--- src/rtl/cache_fill_ctrl_if.sv ---
// Bundles the miss-request, memory-port and fill-write signals of cache_fill_ctrl.
// The master modport is the fill sequencer; the slave modport is its environment.
interface cache_fill_ctrl_if #(
  parameter int ADDR_W = 32,
  parameter int DATA_W = 32
);
  logic [1:0]        req_i;
  logic [ADDR_W-1:0] addr0_i;
  logic [ADDR_W-1:0] addr1_i;
  logic [1:0]        gnt_o;
  logic [1:0]        done_o;
  logic              busy_o;
  logic              mem_req_o;
  logic [ADDR_W-1:0] mem_addr_o;
  logic              mem_ack_i;
  logic [DATA_W-1:0] mem_rdata_i;
  logic              fill_we_o;
  logic [2:0]        fill_word_o;
  logic [DATA_W-1:0] fill_data_o;

  modport master (
    input  req_i, addr0_i, addr1_i, mem_ack_i, mem_rdata_i,
    output gnt_o, done_o, busy_o, mem_req_o, mem_addr_o,
           fill_we_o, fill_word_o, fill_data_o
  );

  modport slave (
    output req_i, addr0_i, addr1_i, mem_ack_i, mem_rdata_i,
    input  gnt_o, done_o, busy_o, mem_req_o, mem_addr_o,
           fill_we_o, fill_word_o, fill_data_o
  );
endinterface

--- src/rtl/cache_fill_ctrl.sv ---
// Line-fill sequencer: round-robin I/D miss arbitration and an 8-word memory burst into the cache.
// Optional feature macro: CACHE_FILL_CRIT_WORD_FIRST_EN (burst starts at the missed word).
module cache_fill_ctrl #(
  parameter int ADDR_W = 32,
  parameter int DATA_W = 32
) (
  input  logic            clk,
  input  logic            reset,
  cache_fill_ctrl_if.master bus
);

  typedef enum logic [1:0] {
    S_IDLE  = 2'd0,
    S_BURST = 2'd1,
    S_DONE  = 2'd2
  } state_t;

  state_t            r_state;
  logic              r_last;
  logic [1:0]        r_mask;
  logic [1:0]        r_gnt;
  logic [1:0]        r_done;
  logic              r_busy;
  logic              r_mem_req;
  logic [ADDR_W-1:0] r_mem_addr;
  logic [ADDR_W-4:0] r_line_base;
  logic [2:0]        r_widx;
  logic [2:0]        r_beat;
  logic              r_fill_we;
  logic [2:0]        r_fill_word;
  logic [DATA_W-1:0] r_fill_data;

  logic [1:0]        w_req;
  logic [1:0]        w_gnt;
  logic [ADDR_W-1:0] w_addr;
  logic [2:0]        w_start;
  logic [2:0]        w_widx_nxt;

  // The requester just served sits out the first IDLE cycle after DONE.
  assign w_req = bus.req_i & ~r_mask;

  always_comb begin
    w_gnt = 2'b00;
    case (w_req)
      2'b01:   w_gnt = 2'b01;
      2'b10:   w_gnt = 2'b10;
      2'b11:   w_gnt = r_last ? 2'b01 : 2'b10;
      default: w_gnt = 2'b00;
    endcase
  end

  assign w_addr = w_gnt[1] ? bus.addr1_i : bus.addr0_i;

`ifdef CACHE_FILL_CRIT_WORD_FIRST_EN
  assign w_start = w_addr[2:0];
`else
  // Offset bits are read but masked off: the burst always starts at word 0.
  assign w_start = w_addr[2:0] & 3'd0;
`endif

  assign w_widx_nxt = r_widx + 3'd1;

  always_ff @(posedge clk) begin
    if (reset) begin
      r_state     <= S_IDLE;
      r_last      <= 1'b0;
      r_mask      <= 2'b00;
      r_gnt       <= 2'b00;
      r_done      <= 2'b00;
      r_busy      <= 1'b0;
      r_mem_req   <= 1'b0;
      r_mem_addr  <= '0;
      r_line_base <= '0;
      r_widx      <= 3'd0;
      r_beat      <= 3'd0;
      r_fill_we   <= 1'b0;
      r_fill_word <= 3'd0;
      r_fill_data <= '0;
    end else begin
      r_fill_we <= 1'b0;
      r_done    <= 2'b00;
      case (r_state)
        S_IDLE: begin
          r_mask <= 2'b00;
          if (w_gnt != 2'b00) begin
            r_gnt       <= w_gnt;
            r_busy      <= 1'b1;
            r_mem_req   <= 1'b1;
            r_line_base <= w_addr[ADDR_W-1:3];
            r_widx      <= w_start;
            r_beat      <= 3'd0;
            r_mem_addr  <= {w_addr[ADDR_W-1:3], w_start};
            r_state     <= S_BURST;
          end
        end
        S_BURST: begin
          if (bus.mem_ack_i) begin
            r_fill_we   <= 1'b1;
            r_fill_word <= r_widx;
            r_fill_data <= bus.mem_rdata_i;
            r_widx      <= w_widx_nxt;
            r_beat      <= r_beat + 3'd1;
            r_mem_addr  <= {r_line_base, w_widx_nxt};
            if (r_beat == 3'd7) begin
              r_mem_req  <= 1'b0;
              r_mem_addr <= '0;
              r_done     <= r_gnt;
              r_state    <= S_DONE;
            end
          end
        end
        S_DONE: begin
          r_gnt   <= 2'b00;
          r_busy  <= 1'b0;
          r_last  <= r_gnt[1];
          r_mask  <= r_gnt;
          r_state <= S_IDLE;
        end
        default: r_state <= S_IDLE;
      endcase
    end
  end

  assign bus.gnt_o       = r_gnt;
  assign bus.done_o      = r_done;
  assign bus.busy_o      = r_busy;
  assign bus.mem_req_o   = r_mem_req;
  assign bus.mem_addr_o  = r_mem_addr;
  assign bus.fill_we_o   = r_fill_we;
  assign bus.fill_word_o = r_fill_word;
  assign bus.fill_data_o = r_fill_data;

endmodule

--- src/flat_wrapper.sv ---
// flat-port wrapper written by rule: the top's interface ports become plain ports
module cache_fill_ctrl_flat 
#(
  parameter int ADDR_W = 32,
  parameter int DATA_W = 32
)
  (clk, reset, bus_req_i, bus_addr0_i, bus_addr1_i, bus_mem_ack_i, bus_mem_rdata_i, bus_gnt_o, bus_done_o, bus_busy_o, bus_mem_req_o, bus_mem_addr_o, bus_fill_we_o, bus_fill_word_o, bus_fill_data_o);
  cache_fill_ctrl_if #(.ADDR_W(ADDR_W), .DATA_W(DATA_W)) bus_i ();
  input  logic clk;
  input  logic reset;
  input wire logic [$bits(bus_i.req_i)-1:0] bus_req_i;
  input wire logic [$bits(bus_i.addr0_i)-1:0] bus_addr0_i;
  input wire logic [$bits(bus_i.addr1_i)-1:0] bus_addr1_i;
  input wire logic [$bits(bus_i.mem_ack_i)-1:0] bus_mem_ack_i;
  input wire logic [$bits(bus_i.mem_rdata_i)-1:0] bus_mem_rdata_i;
  output wire logic [$bits(bus_i.gnt_o)-1:0] bus_gnt_o;
  output wire logic [$bits(bus_i.done_o)-1:0] bus_done_o;
  output wire logic [$bits(bus_i.busy_o)-1:0] bus_busy_o;
  output wire logic [$bits(bus_i.mem_req_o)-1:0] bus_mem_req_o;
  output wire logic [$bits(bus_i.mem_addr_o)-1:0] bus_mem_addr_o;
  output wire logic [$bits(bus_i.fill_we_o)-1:0] bus_fill_we_o;
  output wire logic [$bits(bus_i.fill_word_o)-1:0] bus_fill_word_o;
  output wire logic [$bits(bus_i.fill_data_o)-1:0] bus_fill_data_o;
  assign bus_i.req_i = bus_req_i;
  assign bus_i.addr0_i = bus_addr0_i;
  assign bus_i.addr1_i = bus_addr1_i;
  assign bus_i.mem_ack_i = bus_mem_ack_i;
  assign bus_i.mem_rdata_i = bus_mem_rdata_i;
  assign bus_gnt_o = bus_i.gnt_o;
  assign bus_done_o = bus_i.done_o;
  assign bus_busy_o = bus_i.busy_o;
  assign bus_mem_req_o = bus_i.mem_req_o;
  assign bus_mem_addr_o = bus_i.mem_addr_o;
  assign bus_fill_we_o = bus_i.fill_we_o;
  assign bus_fill_word_o = bus_i.fill_word_o;
  assign bus_fill_data_o = bus_i.fill_data_o;
  cache_fill_ctrl #(.ADDR_W(ADDR_W), .DATA_W(DATA_W)) u_core (.clk(clk), .reset(reset), .bus(bus_i));
endmodule
--- config.mk ---
export PLATFORM = sky130hd
export DESIGN_NAME = cache_fill_ctrl_flat
export DESIGN_NICKNAME = d
export VERILOG_FILES = /design/src/rtl/cache_fill_ctrl_if.sv /design/src/rtl/cache_fill_ctrl.sv /design/src/flat_wrapper.sv
export SDC_FILE = /design/constraint.sdc
export NUM_CORES = 1
export LEC_CHECK = 0
export CAP_MARGIN = 20
export CORE_MARGIN = 2
export CORE_UTILIZATION = 42
export CTS_BUF_LIST = sky130_fd_sc_hd__clkbuf_8
export CTS_CLUSTER_SIZE = 10
export DETAILED_ROUTE_END_ITERATION = 12
export HOLD_SLACK_MARGIN = 0.06
export PLACE_DENSITY = 0.78
export SLEW_MARGIN = 15
export SYNTH_ARGS = -nofsm -noshare
export SYNTH_HDL_FRONTEND = slang
export SYNTH_SLANG_ARGS = --single-unit
--- constraint.sdc ---
create_clock -name clk -period 1.8 [get_ports clk]
set_clock_uncertainty 0.15 [all_clocks]
set_input_delay 0.18 -clock clk [delete_from_list [all_inputs] [get_ports clk]]
set_output_delay 0.18 -clock clk [all_outputs]
set_load 0.005 [all_outputs]
==> report_table.html <==
<table>
<tr><th>Metric</th><th>Value</th></tr>
<tr><th colspan="2">Yosys</th></tr>
<tr><td>Synthesis warning total</td><td>0</td></tr>
<tr><td>Post-synthesis net count</td><td>696</td></tr>
<tr><td>Cell type contributing the most total cell area after synthesis</td><td>sky130_fd_sc_hd__dfxtp_1</td></tr>
<tr><td>Post-synthesis cell count</td><td>592</td></tr>
<tr><td>Post-synthesis register bit count</td><td>114</td></tr>
<tr><td>Top post-synthesis cells by count</td><td>sky130_fd_sc_hd__dfxtp_1, sky130_fd_sc_hd__nand2_1, sky130_fd_sc_hd__a21oi_1</td></tr>
<tr><td>Most frequently used cell type in the post-synthesis netlist</td><td>sky130_fd_sc_hd__dfxtp_1</td></tr>
<tr><td>Share of flip-flops with an asynchronous set or reset</td><td>0%</td></tr>
<tr><td>Distinct cell type count of the synthesized netlist</td><td>38</td></tr>
<tr><td>Proportion of synthesized chip area in sequential cells</td><td>44.9%</td></tr>
<tr><td>Dominant register cell in the synthesized netlist</td><td>sky130_fd_sc_hd__dfxtp_1</td></tr>
<tr><td>Top post-synthesis cells by area</td><td>sky130_fd_sc_hd__dfxtp_1, sky130_fd_sc_hd__nand2_1, sky130_fd_sc_hd__mux2i_1, sky130_fd_sc_hd__a311oi_1, sky130_fd_sc_hd__nor4b_1</td></tr>
<tr><td>Avg Inst Size Synth</td><td>8.58 sq um</td></tr>
<tr><td>Number of enable-type register cells in the synthesized netlist</td><td>0</td></tr>
<tr><td>Post-synthesis cell area</td><td>0.00508 sq mm</td></tr>
<tr><td>Fraction of synthesized cell area taken by the top area cell type</td><td>44.9%</td></tr>
<tr><th colspan="2">Global routing</th></tr>
<tr><td>Pin count of the biggest net entering global routing</td><td>48</td></tr>
<tr><td>Grt ovf</td><td>0</td></tr>
<tr><td>Vias in the first global route</td><td>5133</td></tr>
<tr><td>Global routing usage on met2</td><td>38.9%</td></tr>
<tr><td>Busiest layer in global routing</td><td>met2</td></tr>
<tr><td>Antenna violations before repair</td><td>0</td></tr>
<tr><td>Wire length of the first global-routing pass</td><td>24.5 mm</td></tr>
<tr><td>Global Route met1 Usage</td><td>29.1%</td></tr>
<tr><td>Total routing usage reported by global routing</td><td>23.1%</td></tr>
<tr><td>M3 GR Usage</td><td>5.26%</td></tr>
<tr><th colspan="2">Pwr</th></tr>
<tr><td>Largest vdd supply drop</td><td>510 uV</td></tr>
<tr><td>Leakage power of the design</td><td>2.81 nW</td></tr>
<tr><td>Pwr/cell area</td><td>897 mW/mm^2</td></tr>
<tr><th colspan="2">Floorplanning</th></tr>
<tr><td>Initial core utilization</td><td>42.7%</td></tr>
<tr><td>Number of placed I/O pins</td><td>175</td></tr>
<tr><td>Std cell rows</td><td>40</td></tr>
<tr><td>Die area</td><td>0.0130 sq mm</td></tr>
<tr><td>Die boundary height</td><td>114 microns</td></tr>
<tr><td>Core Region</td><td>0.0119 sq mm</td></tr>
<tr><td>Die Span X</td><td>114 microns</td></tr>
<tr><th colspan="2">Placement</th></tr>
<tr><td>Number of cells after detailed placement</td><td>880</td></tr>
<tr><td># port buffers</td><td>168</td></tr>
<tr><td>Half-perimeter wire length after placement</td><td>10.3 mm</td></tr>
<tr><td>Gp weighted congestion</td><td>0.861</td></tr>
<tr><th colspan="2">Final layout</th></tr>
<tr><td>Fraction of final layout cells sized beyond drive strength 1</td><td>13.0%</td></tr>
<tr><td>Number of standard cells in the final layout excluding fillers</td><td>917</td></tr>
<tr><td>Multi-input gate area in the final layout</td><td>0.00263 sq mm</td></tr>
<tr><td>Area added between synthesis and finish</td><td>51.8%</td></tr>
<tr><td>Nets@finish</td><td>861</td></tr>
<tr><td>FF+latch area</td><td>0.00228 sq mm</td></tr>
<tr><td># diodes</td><td>0</td></tr>
<tr><td>Utilization after layout</td><td>64.8%</td></tr>
<tr><td>Number of fill cells</td><td>984</td></tr>
<tr><th colspan="2">Clocking</th></tr>
<tr><td>Number of CTS-inserted buffers</td><td>17</td></tr>
<tr><td>Clock latency of the later-clocked register in the worst-skew pair</td><td>0.41 ns</td></tr>
<tr><td>Number of buffers between clock root and the deepest sink</td><td>2</td></tr>
<tr><td>CTS tree</td><td>built</td></tr>
<tr><td>Root Buffer Master</td><td>sky130_fd_sc_hd__clkbuf_8</td></tr>
<tr><td>CTS H-tree lvls</td><td>4</td></tr>
<tr><td>Register clock-pin slew on the reported worst setup and hold paths</td><td>0.07 ns</td></tr>
<tr><td>Number of clock sinks seen by CTS</td><td>114</td></tr>
<tr><th colspan="2">Timing</th></tr>
<tr><td>Final-report setup violation count</td><td>0</td></tr>
<tr><td>Final hold violation count</td><td>0</td></tr>
<tr><td>RSZ-0062 raised after global routing</td><td>yes</td></tr>
<tr><td>Achievable clock frequency</td><td>573 MHz</td></tr>
<tr><td>Post-layout minimum cycle time</td><td>1.75 ns</td></tr>
<tr><td>Ratio of final minimum period to clock period</td><td>97.0%</td></tr>
<tr><td>Slew margin rel.</td><td>68.6%</td></tr>
<tr><td>Actual transition at the worst max-transition pin</td><td>0.472 ns</td></tr>
<tr><td>Final max-slew violation count</td><td>0</td></tr>
<tr><th colspan="2">Setup path</th></tr>
<tr><td>Type of origin of the critical path</td><td>flop</td></tr>
<tr><td>Worst Path Arrival</td><td>1.91 ns</td></tr>
<tr><td>Cell depth of the worst flop-to-flop path</td><td>5</td></tr>
<tr><td>Worst Setup End Kind</td><td>flop</td></tr>
<tr><td>CP max FO</td><td>6</td></tr>
<tr><td>Required time at the endpoint of the critical path</td><td>1.96 ns</td></tr>
<tr><td>Setup CP Type</td><td>reg -&gt; reg</td></tr>
<tr><th colspan="2">Route</th></tr>
<tr><td>Total via count in the routed design</td><td>5216</td></tr>
<tr><td># DRC</td><td>0</td></tr>
<tr><td>Antenna Nets Post-Route</td><td>0</td></tr>
<tr><td>Via-per-instance ratio</td><td>5.69</td></tr>
<tr><td>DRT Wirelength</td><td>15.7 mm</td></tr>
<tr><td>Number of search-and-repair iterations in the first detailed-routing pass</td><td>6</td></tr>
<tr><td>Initial DRC count</td><td>375</td></tr>
<tr><td>Routed len/inst</td><td>17.1 microns</td></tr>
<tr><th colspan="2">Hold path</th></tr>
<tr><td>Worst hold stages</td><td>3</td></tr>
<tr><td>Worst Hold Class</td><td>in -&gt; reg</td></tr>
<tr><th colspan="2">Run</th></tr>
<tr><td>Count of maximum capacitance violations</td><td>0</td></tr>
<tr><th colspan="2">Outcome</th></tr>
<tr><td>Run status</td><td>finished, final reports clean</td></tr>
</table>
[metal layers]
metal	vias to the layer above	wire (microns)
met1	2427	6460
met2	275	7750
met3	26	1240
met4	0	267
met5	-	0
li1	2488	-
[worst max-delay path: stages (launching register included)]
cell,delay [ns]
sky130_fd_sc_hd__dfxtp_2,0.37
sky130_fd_sc_hd__and2b_1,0.24
sky130_fd_sc_hd__buf_4,0.18
sky130_fd_sc_hd__nor4b_1,0.34
sky130_fd_sc_hd__a31oi_1,0.08
sky130_fd_sc_hd__a311oi_1,0.29
[kinds of logic after synthesis]
family,after synthesis,share of synthesized area [%]
multiplexers,30,5.91
flip-flops,114,44.9
adder cells (fa/ha/maj),3,0.739
AO/OA/AOI/OAI,150,19.6
AND/OR/NAND/NOR,231,22.1
buffers and inverters,63,6.55
XOR/XNOR,1,0.172
[flip-flops by register name, indices dropped and copies added, names as in the netlist]
name	flops
u_core.r_last	1
u_core.bus.fill_data_o	32
u_core.r_beat	3
u_core.bus.fill_word_o	3
u_core.bus.mem_req_o	1
u_core.bus.fill_we_o	1
u_core.r_state	2
u_core.bus.gnt_o	2
u_core.bus.mem_addr_o	32
u_core.bus.busy_o	1
u_core.r_widx	3
u_core.r_mask	2
u_core.bus.done_o	2
u_core.r_line_base	29
[repair_timing]
item,CTS,global route
buffers inserted,0,2
hold buffers,1,0
pin swaps,0,4
setup endpoints to repair,8,26
gates resized for setup,1,32
hold endpoints to repair,22,0
gates cloned,0,2
[cell usage in the layout, fill, tap and decap left out, drive strengths merged]
| cell | instances |
|---|---|
| clkdlybuf4s50 | 167 |
| clkinvlp | 4 |
| dlygate4sd3 | 1 |
| or3 | 1 |
| and3b | 1 |
| dfxtp | 114 |
| nor2 | 40 |
| nand2 | 104 |
| a21oi | 49 |
| clkbuf | 21 |
| xnor2 | 1 |
| mux2i | 30 |
| and3 | 2 |
| or2 | 2 |
| o21bai | 1 |
| nor4b | 29 |
| o21a | 1 |
| a211oi | 30 |
| ha | 3 |
| inv | 3 |
| buf | 39 |
| clkinv | 2 |
| a21boi | 1 |
| a22oi | 1 |
| and2b | 1 |
| nand2b | 4 |
| nor2b | 3 |
| a311oi | 29 |
| o21ai | 5 |
| nor3b | 1 |
| nor3 | 34 |
| and2 | 2 |
| a31oi | 31 |
| bufinv | 4 |
| o211ai | 2 |
| nand3b | 1 |
| nand3 | 6 |
[cell type report]
cell class	instances	area share [%]
tap	147	2.38
multi-input combinational	415	34.1
sequential	114	29.6
timing repair buffer	209	28.1
clock inverter	13	2.35
clock buffer	19	3.39
[stage by stage]
stage / power, W / area, sq um / hold slack [ns] / setup TNS (ns) / worst slack, ns
detailed placement: 0.00422 / 7010 / 0.298 / -8.13 / -0.237
CTS: 0.00688 / 7470 / 0.138 / 0 / 0.00450
global placement: 0.00417 / 7010 / 0.292 / -5.18 / -0.124
global route: 0.00721 / 7710 / 0.143 / -0.130 / -0.0223
finish: 0.00692 / 7710 / 0.168 / 0 / 0.0545
floorplan: 0.00350 / 5080 / 0.125 / 0 / 0.0797
[final timing paths]
check / end / slack [ns] / startpoint
worst max-delay path: u_core.bus.mem_addr_o[18]$_SDFFE_PP0P_ / 0.05 / u_core.r_state[1]$_SDFFE_PP0P_
worst min-delay path: u_core.bus.fill_data_o[25]$_SDFFE_PP0P_ / 0.17 / bus_mem_rdata_i[25]
worst max register to register: u_core.bus.mem_addr_o[18]$_SDFFE_PP0P_ / 0.05 / u_core.r_state[1]$_SDFFE_PP0P_
worst min register to register: u_core.bus.fill_data_o[3]$_SDFFE_PP0P_ / 0.30 / u_core.bus.fill_data_o[3]$_SDFFE_PP0P_
[power by group]
| group | total [W] | switching, W | internal, W |
|---|---|---|---|
| registers | 0.00284 | 0.000120 | 0.00272 |
| logic | 0.00142 | 0.000647 | 0.000771 |
| clock network | 0.00266 | 0.00108 | 0.00158 |
| total | 0.00692 | 0.00184 | 0.00508 |
Power figures use the tool's default switching activity.
